`src/rtl/rv32_mem_arbiter_pkg.sv`:
```
// rtl/rv32_mem_arbiter_pkg.sv - shared types and request builders for the memory bus arbiter
package rv32_mem_arbiter_pkg;

  typedef enum logic [1:0] {
    ST_IDLE  = 2'd0,
    ST_INSTR = 2'd1,
    ST_DATA  = 2'd2
  } arb_state_e;

  typedef enum logic [1:0] {
    OWN_NONE  = 2'd0,
    OWN_INSTR = 2'd1,
    OWN_DATA  = 2'd2
  } owner_e;

  typedef struct packed {
    logic        read;
    logic        write;
    logic [31:0] address;
    logic [3:0]  write_mask;
    logic [31:0] write_value;
  } bus_req_t;

  localparam int STARVE_W = 4;
  localparam int TIMER_W  = 8;

  function automatic bus_req_t instr_req(input logic [31:0] address);
    bus_req_t r;
    r         = '0;
    r.read    = 1'b1;
    r.address = address;
    return r;
  endfunction

  // Simultaneous read+write is resolved as a write; reads carry no byte enables or data.
  function automatic bus_req_t data_req(input logic        is_write,
                                        input logic [31:0] address,
                                        input logic [3:0]  write_mask,
                                        input logic [31:0] write_value);
    bus_req_t r;
    r         = '0;
    r.read    = ~is_write;
    r.write   = is_write;
    r.address = address;
    if (is_write) begin
      r.write_mask  = write_mask;
      r.write_value = write_value;
    end
    return r;
  endfunction

endpackage

```
`src/rtl/rv32_bus_timer.sv`:
```
// rtl/rv32_bus_timer.sv - loadable saturating down-counter flagging a bus access timeout
module rv32_bus_timer #(
  parameter int W = 8
) (
  input  logic         clk,
  input  logic         reset_n,
  input  logic         load,
  input  logic [W-1:0] load_value,
  input  logic         dec,
  output logic         expired
);

  logic [W-1:0] cnt;

  always_ff @(posedge clk or negedge reset_n) begin
    if (!reset_n) begin
      cnt <= '0;
    end else if (load) begin
      cnt <= load_value;
    end else if (dec && (cnt != '0)) begin
      cnt <= cnt - 1'b1;
    end
  end

  assign expired = (cnt == '0);

endmodule

```
`src/rtl/rv32_mem_arbiter.sv`:
```
// rtl/rv32_mem_arbiter.sv - fetch/data arbiter for one external memory bus with starvation guard and timeout
module rv32_mem_arbiter
  import rv32_mem_arbiter_pkg::*;
#(
  parameter int STARVE_LIMIT = 4,
  parameter int TIMEOUT      = 255
) (
  input  logic        clk,
  input  logic        reset_n,
  input  logic        instr_read_in,
  input  logic [31:0] instr_address_in,
  output logic        instr_ready_out,
  output logic [31:0] instr_read_value_out,
  input  logic        data_read_in,
  input  logic        data_write_in,
  input  logic [31:0] data_address_in,
  input  logic [3:0]  data_write_mask_in,
  input  logic [31:0] data_write_value_in,
  output logic        data_ready_out,
  output logic [31:0] data_read_value_out,
  output logic        bus_read_out,
  output logic        bus_write_out,
  output logic [31:0] bus_address_out,
  output logic [3:0]  bus_write_mask_out,
  output logic [31:0] bus_write_value_out,
  input  logic [31:0] bus_read_value_in,
  input  logic        bus_ready_in,
  output logic        bus_fault_out
);

  localparam logic [STARVE_W-1:0] STARVE_MAX   = STARVE_W'(STARVE_LIMIT);
  localparam logic [TIMER_W-1:0]  TIMEOUT_LOAD = TIMER_W'(TIMEOUT - 1);

  arb_state_e            state, next_state;
  owner_e                owner;
  bus_req_t              bus_q, bus_d;
  logic [STARVE_W-1:0]   starve_q, starve_d;

  logic busy, fault, done, arbitrate;
  logic instr_pend, data_pend, fetch_forced;
  logic grant_instr, grant_data;
  logic timer_expired;

  always_comb begin
    owner = OWN_NONE;
    unique case (state)
      ST_INSTR: owner = OWN_INSTR;
      ST_DATA:  owner = OWN_DATA;
      default:  owner = OWN_NONE;
    endcase
  end

  assign busy  = (state != ST_IDLE);
  assign fault = busy && !bus_ready_in && timer_expired;
  assign done  = busy && (bus_ready_in || fault);

  // The requester finishing this cycle is still holding its request; keep it out of the next grant.
  assign instr_pend   = instr_read_in && !(done && (owner == OWN_INSTR));
  assign data_pend    = (data_read_in || data_write_in) && !(done && (owner == OWN_DATA));
  assign arbitrate    = !busy || done;
  assign fetch_forced = instr_pend && (starve_q == STARVE_MAX);
  assign grant_data   = arbitrate && data_pend && !fetch_forced;
  assign grant_instr  = arbitrate && instr_pend && !grant_data;

  always_comb begin
    next_state = state;
    bus_d      = bus_q;
    starve_d   = starve_q;
    if (arbitrate) begin
      next_state = ST_IDLE;
      bus_d      = '0;
      if (grant_data) begin
        next_state = ST_DATA;
        bus_d      = data_req(data_write_in, data_address_in,
                              data_write_mask_in, data_write_value_in);
        if (instr_read_in) begin
          starve_d = (starve_q == STARVE_MAX) ? starve_q : starve_q + 1'b1;
        end else begin
          starve_d = '0;
        end
      end else if (grant_instr) begin
        next_state = ST_INSTR;
        bus_d      = instr_req(instr_address_in);
        starve_d   = '0;
      end
    end
  end

  always_ff @(posedge clk or negedge reset_n) begin
    if (!reset_n) begin
      state    <= ST_IDLE;
      bus_q    <= '0;
      starve_q <= '0;
    end else begin
      state    <= next_state;
      bus_q    <= bus_d;
      starve_q <= starve_d;
    end
  end

  rv32_bus_timer #(
    .W(TIMER_W)
  ) u_timer (
    .clk        (clk),
    .reset_n    (reset_n),
    .load       (grant_data || grant_instr),
    .load_value (TIMEOUT_LOAD),
    .dec        (busy && !bus_ready_in),
    .expired    (timer_expired)
  );

  // An aborted access completes with zero data; writes never return data.
  always_comb begin
    instr_ready_out      = done && (owner == OWN_INSTR);
    data_ready_out       = done && (owner == OWN_DATA);
    instr_read_value_out = '0;
    data_read_value_out  = '0;
    if (instr_ready_out && bus_ready_in) begin
      instr_read_value_out = bus_read_value_in;
    end
    if (data_ready_out && bus_ready_in && !bus_q.write) begin
      data_read_value_out = bus_read_value_in;
    end
  end

  assign bus_read_out        = bus_q.read;
  assign bus_write_out       = bus_q.write;
  assign bus_address_out     = bus_q.address;
  assign bus_write_mask_out  = bus_q.write_mask;
  assign bus_write_value_out = bus_q.write_value;
  assign bus_fault_out       = fault;

endmodule

```
`config.mk`:
```
export PLATFORM = sky130hd
export DESIGN_NAME = rv32_mem_arbiter
export DESIGN_NICKNAME = d
export VERILOG_FILES = /design/src/rtl/rv32_mem_arbiter_pkg.sv /design/src/rtl/rv32_bus_timer.sv /design/src/rtl/rv32_mem_arbiter.sv
export SDC_FILE = /design/constraint.sdc
export NUM_CORES = 1
export LEC_CHECK = 0
export CAP_MARGIN = 20
export CORE_UTILIZATION = 36
export DETAILED_ROUTE_END_ITERATION = 16
export PLACE_DENSITY = 0.78
export SKIP_LAST_GASP = 1
export SLEW_MARGIN = 40
export SYNTH_ARGS = -nofsm -noshare
export SYNTH_HDL_FRONTEND = slang
export SYNTH_SLANG_ARGS = --single-unit
```
`constraint.sdc`:
```
create_clock -name clk -period 3.1 [get_ports clk]
set_input_delay 0.775 -clock clk [delete_from_list [all_inputs] [get_ports clk]]
set_output_delay 0.775 -clock clk [all_outputs]
set_load 0.03 [all_outputs]
```
==> results by stage <==
Status:
- The run finished with clean final reports.

Logic synthesis:
- After synthesis, the largest area contributor takes up 51.0% of total cell area.
- For this run, the leading register cell type out of synthesis is sky130_fd_sc_hd__dfrtp_1.
- The most used standard cell by instance count after synthesis is sky130_fd_sc_hd__and2_1.
- The flip-flop and latch count after synthesis is 84.
- The count of mapped cells out of synthesis is ~370.
- The netlist area before placement is around 0.004 mm².
- The number of nets handed over by synthesis was 510.
- Summed over all instances, the cell type with the most area after synthesis is sky130_fd_sc_hd__dfrtp_1.
- The average instance in the mapped netlist occupies 11.2 µm².
- Sequential cells were found to cover between 50% and 60% of the synthesized design area.
- The commonest cells after synthesis are 97 x sky130_fd_sc_hd__and2_1, 84 x sky130_fd_sc_hd__dfrtp_1, 36 x sky130_fd_sc_hd__a22o_1.
- The Yosys step of the flow raised 0 warnings.
- In this run, distinct cell masters in the synthesized netlist total 47.
- In the synthesized netlist the async set-or-reset flop fraction comes to 100%.
- The count of flip-flops with a built-in enable after synthesis is 0.
- After synthesis, the cell types taking the most area are sky130_fd_sc_hd__dfrtp_1 51%, sky130_fd_sc_hd__and2_1 15%, sky130_fd_sc_hd__a221o_1 7.8%.

Setup path:
- The most critical setup path has its endpoint at data_read_value_out[4].
- The worst setup path is of the in2out kind.
- The sum of buffers and inverters on the critical path is 4.
- Counting buffers and inverters, the worst setup path is 6 cells deep.
- On the worst path, the slowest cell contributes a delay of between 0.5 and 0.6 ns.
- The number of cells traversed by the worst register-to-register path is 7.
- The start of the worst register-to-register path is u_timer.cnt[0].
- The kind of cell adding the most delay to the critical path is buffers and inverters.
- For the worst setup path, the data arrival time is ~2.2 ns.
- The critical path's most frequent cell is sky130_fd_sc_hd__buf_12.
- Among all stages on the critical path, the largest delay is contributed by sky130_fd_sc_hd__clkdlybuf4s50_1.
- In this run the critical register-to-register path is captured at bus_write_value_out[25].
- The internal reg-to-reg setup slack is between 0.5 and 0.6 ns.
- The worst setup path is captured at an output port.
- Tracing the worst setup path back leads to its startpoint at bus_ready_in.
- The critical path goes through clkdlybuf4s50_1 > inv_1 > nor3_2 > buf_12 > and2_1 > buf_12.
- The category of the worst setup path launch point is an input port.
- Data on the critical path is required at its endpoint by around 2.3 ns.
- In this run the worst path has a maximum fanout of 32.

Clock tree:
- Once the clock tree was built, the setup fixing pass inserted 0 buffers.
- Counting along the longest clock path gives a buffer depth of 2.
- The number of hold-repair buffers added at the cts stage is 0.
- The clock transition at the register clock pins on the worst setup and hold paths after CTS is approximately 0.060 ns.
- The clock latency on the worst-skew pair is 0.33 ns.
- The H-tree generated during clock tree synthesis spans 3 levels.
- Counting the buffers created by CTS gives 9.
- The clock tree from TritonCTS is built.
- The clock root buffer is sky130_fd_sc_hd__clkbuf_16.
- The number of clock sinks is 84.
- In this run, post-CTS repair resized a total of 0 instances.

STA:
- At the pin with the least slew margin, the transition time is ~0.65 ns.
- The final count of negative-setup-slack endpoints is 0.
- Setup repair after global routing left no endpoint under its margin.
- The setup clock skew after layout is between 0.005 and 0.006 ns.
- Setup total negative slack on the finished layout was measured at 0 ns.
- Of the available clock period, the critical path in the final layout requires a little over nine tenths.
- The number of hold violations in the final report was 0.
- For the finished layout, the period the worst path requires is 2.93 ns.
- The worst slew margin relative to its limit is approximately 57%.
- The upper clock frequency limit is 341 MHz.
- The max-slew violation count is 0.

Placed design:
- The count of buffers from port buffering is roughly 270.
- The placed wire-length estimate after detailed placement is about 10 mm.
- Once placement finished, the instance area stood at 0.00696 mm².
- The weighted congestion at the end of routability-driven global placement is 0.792.

Floorplan:
- The horizontal extent of the die is approximately 110 µm.
- The floorplan step defined a die boundary enclosing about 0.012 mm².
- The vertical die dimension is 109 µm.
- The area of the core is between 0.01 and 0.015 mm².
- The I/O pin count is 275.
- The row count is 38.
- For this configuration, the core starts out at a cell density of a little under two fifths.

Layout:
- Compared with the post-synthesis result, the final layout area differs by 77.3%.
- After routing the design area is approximately 0.0073 mm².
- The final layout contains 780 nets.
- Across the whole layout, storage elements account for approximately 0.0021 mm².
- The number of inserted diodes is 0.
- The number of inserted filler cells in the final layout is 852.
- The area of the multi-input gates is 0.00184 mm².
- The fraction of final layout cells with drive strength greater than 1 is 16.2%.

Power and ir drop:
- IR analysis of the VDD net gives a maximum drop of 0.500 mV.
- Summed over all cells, the static leakage comes to ~0.0032 µW.
- The power density over cell area is a little under 900 mW/mm².

Route:
- The detail route stage leaves a number of antenna-violating nets equal to 0.
- The average routed wire per standard cell is approximately 17 µm.
- Before antenna repair, the detailed router went through 4 iterations.
- The overall routed net length is 13.2 mm.
- The via count normalized by instance count is between 5 and 6.
- The first routing iteration left roughly 160 violations.
- The DRC violation count after routing is 0.
- The count of vias placed by the detailed router is roughly 4000.

Global routing:
- The via count of the first global-routing pass came to slightly below 4000.
- Across every metal layer, demand over resource in global routing totals 21.7%.
- After global routing the overflow that remains totals 0.
- The initial antenna violation count came to 0.
- The first global-routing pass estimated roughly 20 mm of wire.
- Entering global routing, the biggest net connects 85 pins.

Hold path:
- The path class of the tightest hold or removal check is reg2reg.

Flow run:
- Max-cap violations in this run came to 0.
-- how the worst min path moves through the flow --
stage / from / to / cells after the start
3_5_place_dp: bus_read_out / bus_read_out / 2
3_3_place_gp: bus_read_out / bus_read_out / 2
4_1_cts: bus_read_out / bus_read_out / 2
6_report: bus_read_out / bus_read_out / 2
2_1_floorplan: reset_n / bus_address_out[0] / 0
5_1_grt: bus_write_value_out[10] / bus_write_value_out[10] / 1
-- sequential cells by signal (all words and copies together) (netlist names) --
| signal | cells |
|---|---|
| state | 2 |
| starve_q | 4 |
| bus_write_value_out | 32 |
| bus_write_out | 1 |
| bus_write_mask_out | 4 |
| u_timer.cnt | 8 |
| bus_address_out | 32 |
| bus_read_out | 1 |
-- where the power goes --
part / leakage, µW / total [µW] / internal [µW] / switching [µW]
combinational: 0.00200 / 3430 / 1520 / 1910
sequential: 0.00105 / 1740 / 1500 / 233
clock: 0.000158 / 1170 / 751 / 424
total: 0.00321 / 6340 / 3770 / 2560
-- area by class of cell --
type / count / area share (%)
well taps: 140 / 2.40
repair buffers: 286 / 38.7
clock inverters: 5 / 1.15
inverters: 7 / 0.360
flip-flops and latches: 84 / 28.8
clock buffers: 11 / 3.46
multi-input cells: 250 / 25.2
-- layout by cell type (no fill, tap or decap), types with 2 or more instances in the layout --
| master | n |
|---|---|
| sky130_fd_sc_hd__clkdlybuf4s50_1 | 206 |
| sky130_fd_sc_hd__and2_1 | 97 |
| sky130_fd_sc_hd__dfrtp_1 | 84 |
| sky130_fd_sc_hd__buf_4 | 66 |
| sky130_fd_sc_hd__a22o_1 | 36 |
| sky130_fd_sc_hd__a221o_1 | 32 |
| sky130_fd_sc_hd__buf_12 | 12 |
| sky130_fd_sc_hd__clkbuf_16 | 9 |
| sky130_fd_sc_hd__nor2_1 | 8 |
| sky130_fd_sc_hd__nand2_1 | 8 |
| sky130_fd_sc_hd__inv_1 | 7 |
| sky130_fd_sc_hd__o21ai_0 | 7 |
| sky130_fd_sc_hd__nand3_1 | 6 |
| sky130_fd_sc_hd__nand4_1 | 6 |
| sky130_fd_sc_hd__ha_1 | 4 |
| sky130_fd_sc_hd__a21oi_1 | 3 |
| sky130_fd_sc_hd__o211ai_1 | 3 |
| sky130_fd_sc_hd__a21o_1 | 3 |
| sky130_fd_sc_hd__or3_1 | 3 |
| sky130_fd_sc_hd__clkbuf_8 | 3 |
| sky130_fd_sc_hd__nor3_1 | 2 |
| sky130_fd_sc_hd__nor3b_1 | 2 |
| sky130_fd_sc_hd__and4_1 | 2 |
| sky130_fd_sc_hd__nor2b_1 | 2 |
| sky130_fd_sc_hd__and3_1 | 2 |
| sky130_fd_sc_hd__bufinv_16 | 2 |
| sky130_fd_sc_hd__clkinvlp_4 | 2 |
-- worst reg2reg max path: stages, from the launching register on --
cell and delay, ns:
sky130_fd_sc_hd__dfrtp_1 0.39, sky130_fd_sc_hd__inv_1 0.11, sky130_fd_sc_hd__ha_1 0.17, sky130_fd_sc_hd__or3b_2 0.48, sky130_fd_sc_hd__o211ai_2 0.44, sky130_fd_sc_hd__and4_1 0.27
sky130_fd_sc_hd__buf_4 0.35, sky130_fd_sc_hd__a22o_1 0.24
-- metrics by stage --
step	total power (µW)	setup WS [ns]	instances	util (%)	hold WS, ns
finish	6340	0.167	783	66.5	0.483
global route	6670	0.0601	783	66.5	0.514
CTS	6400	0.0562	783	66.4	0.487
detailed placement	5200	0.137	767	63.4	0.473
global placement	5140	0.148	767	63.3	0.471
floorplan	3760	0.592	368	-	0.479
-- logic make-up after synthesis --
kind of cell,count (synthesis),share of synthesized area [%]
compound gates,96,20.3
xor+xnor,1,0.213
fa+ha+maj,4,1.22
buf+inv,34,4.89
flops,84,51.0
simple gates,149,22.4
-- metal layers --
metal / track usage (%) / up-vias / wire, µm
met2: 40.2 / 204 / 6930
met4: 9.07 / 0 / 306
met1: 24.1 / 1920 / 4930
met3: 4.12 / 25 / 1050
li1: - / 1897 / -
met5: 0 / - / 0
Power figures use the tool's default switching activity.
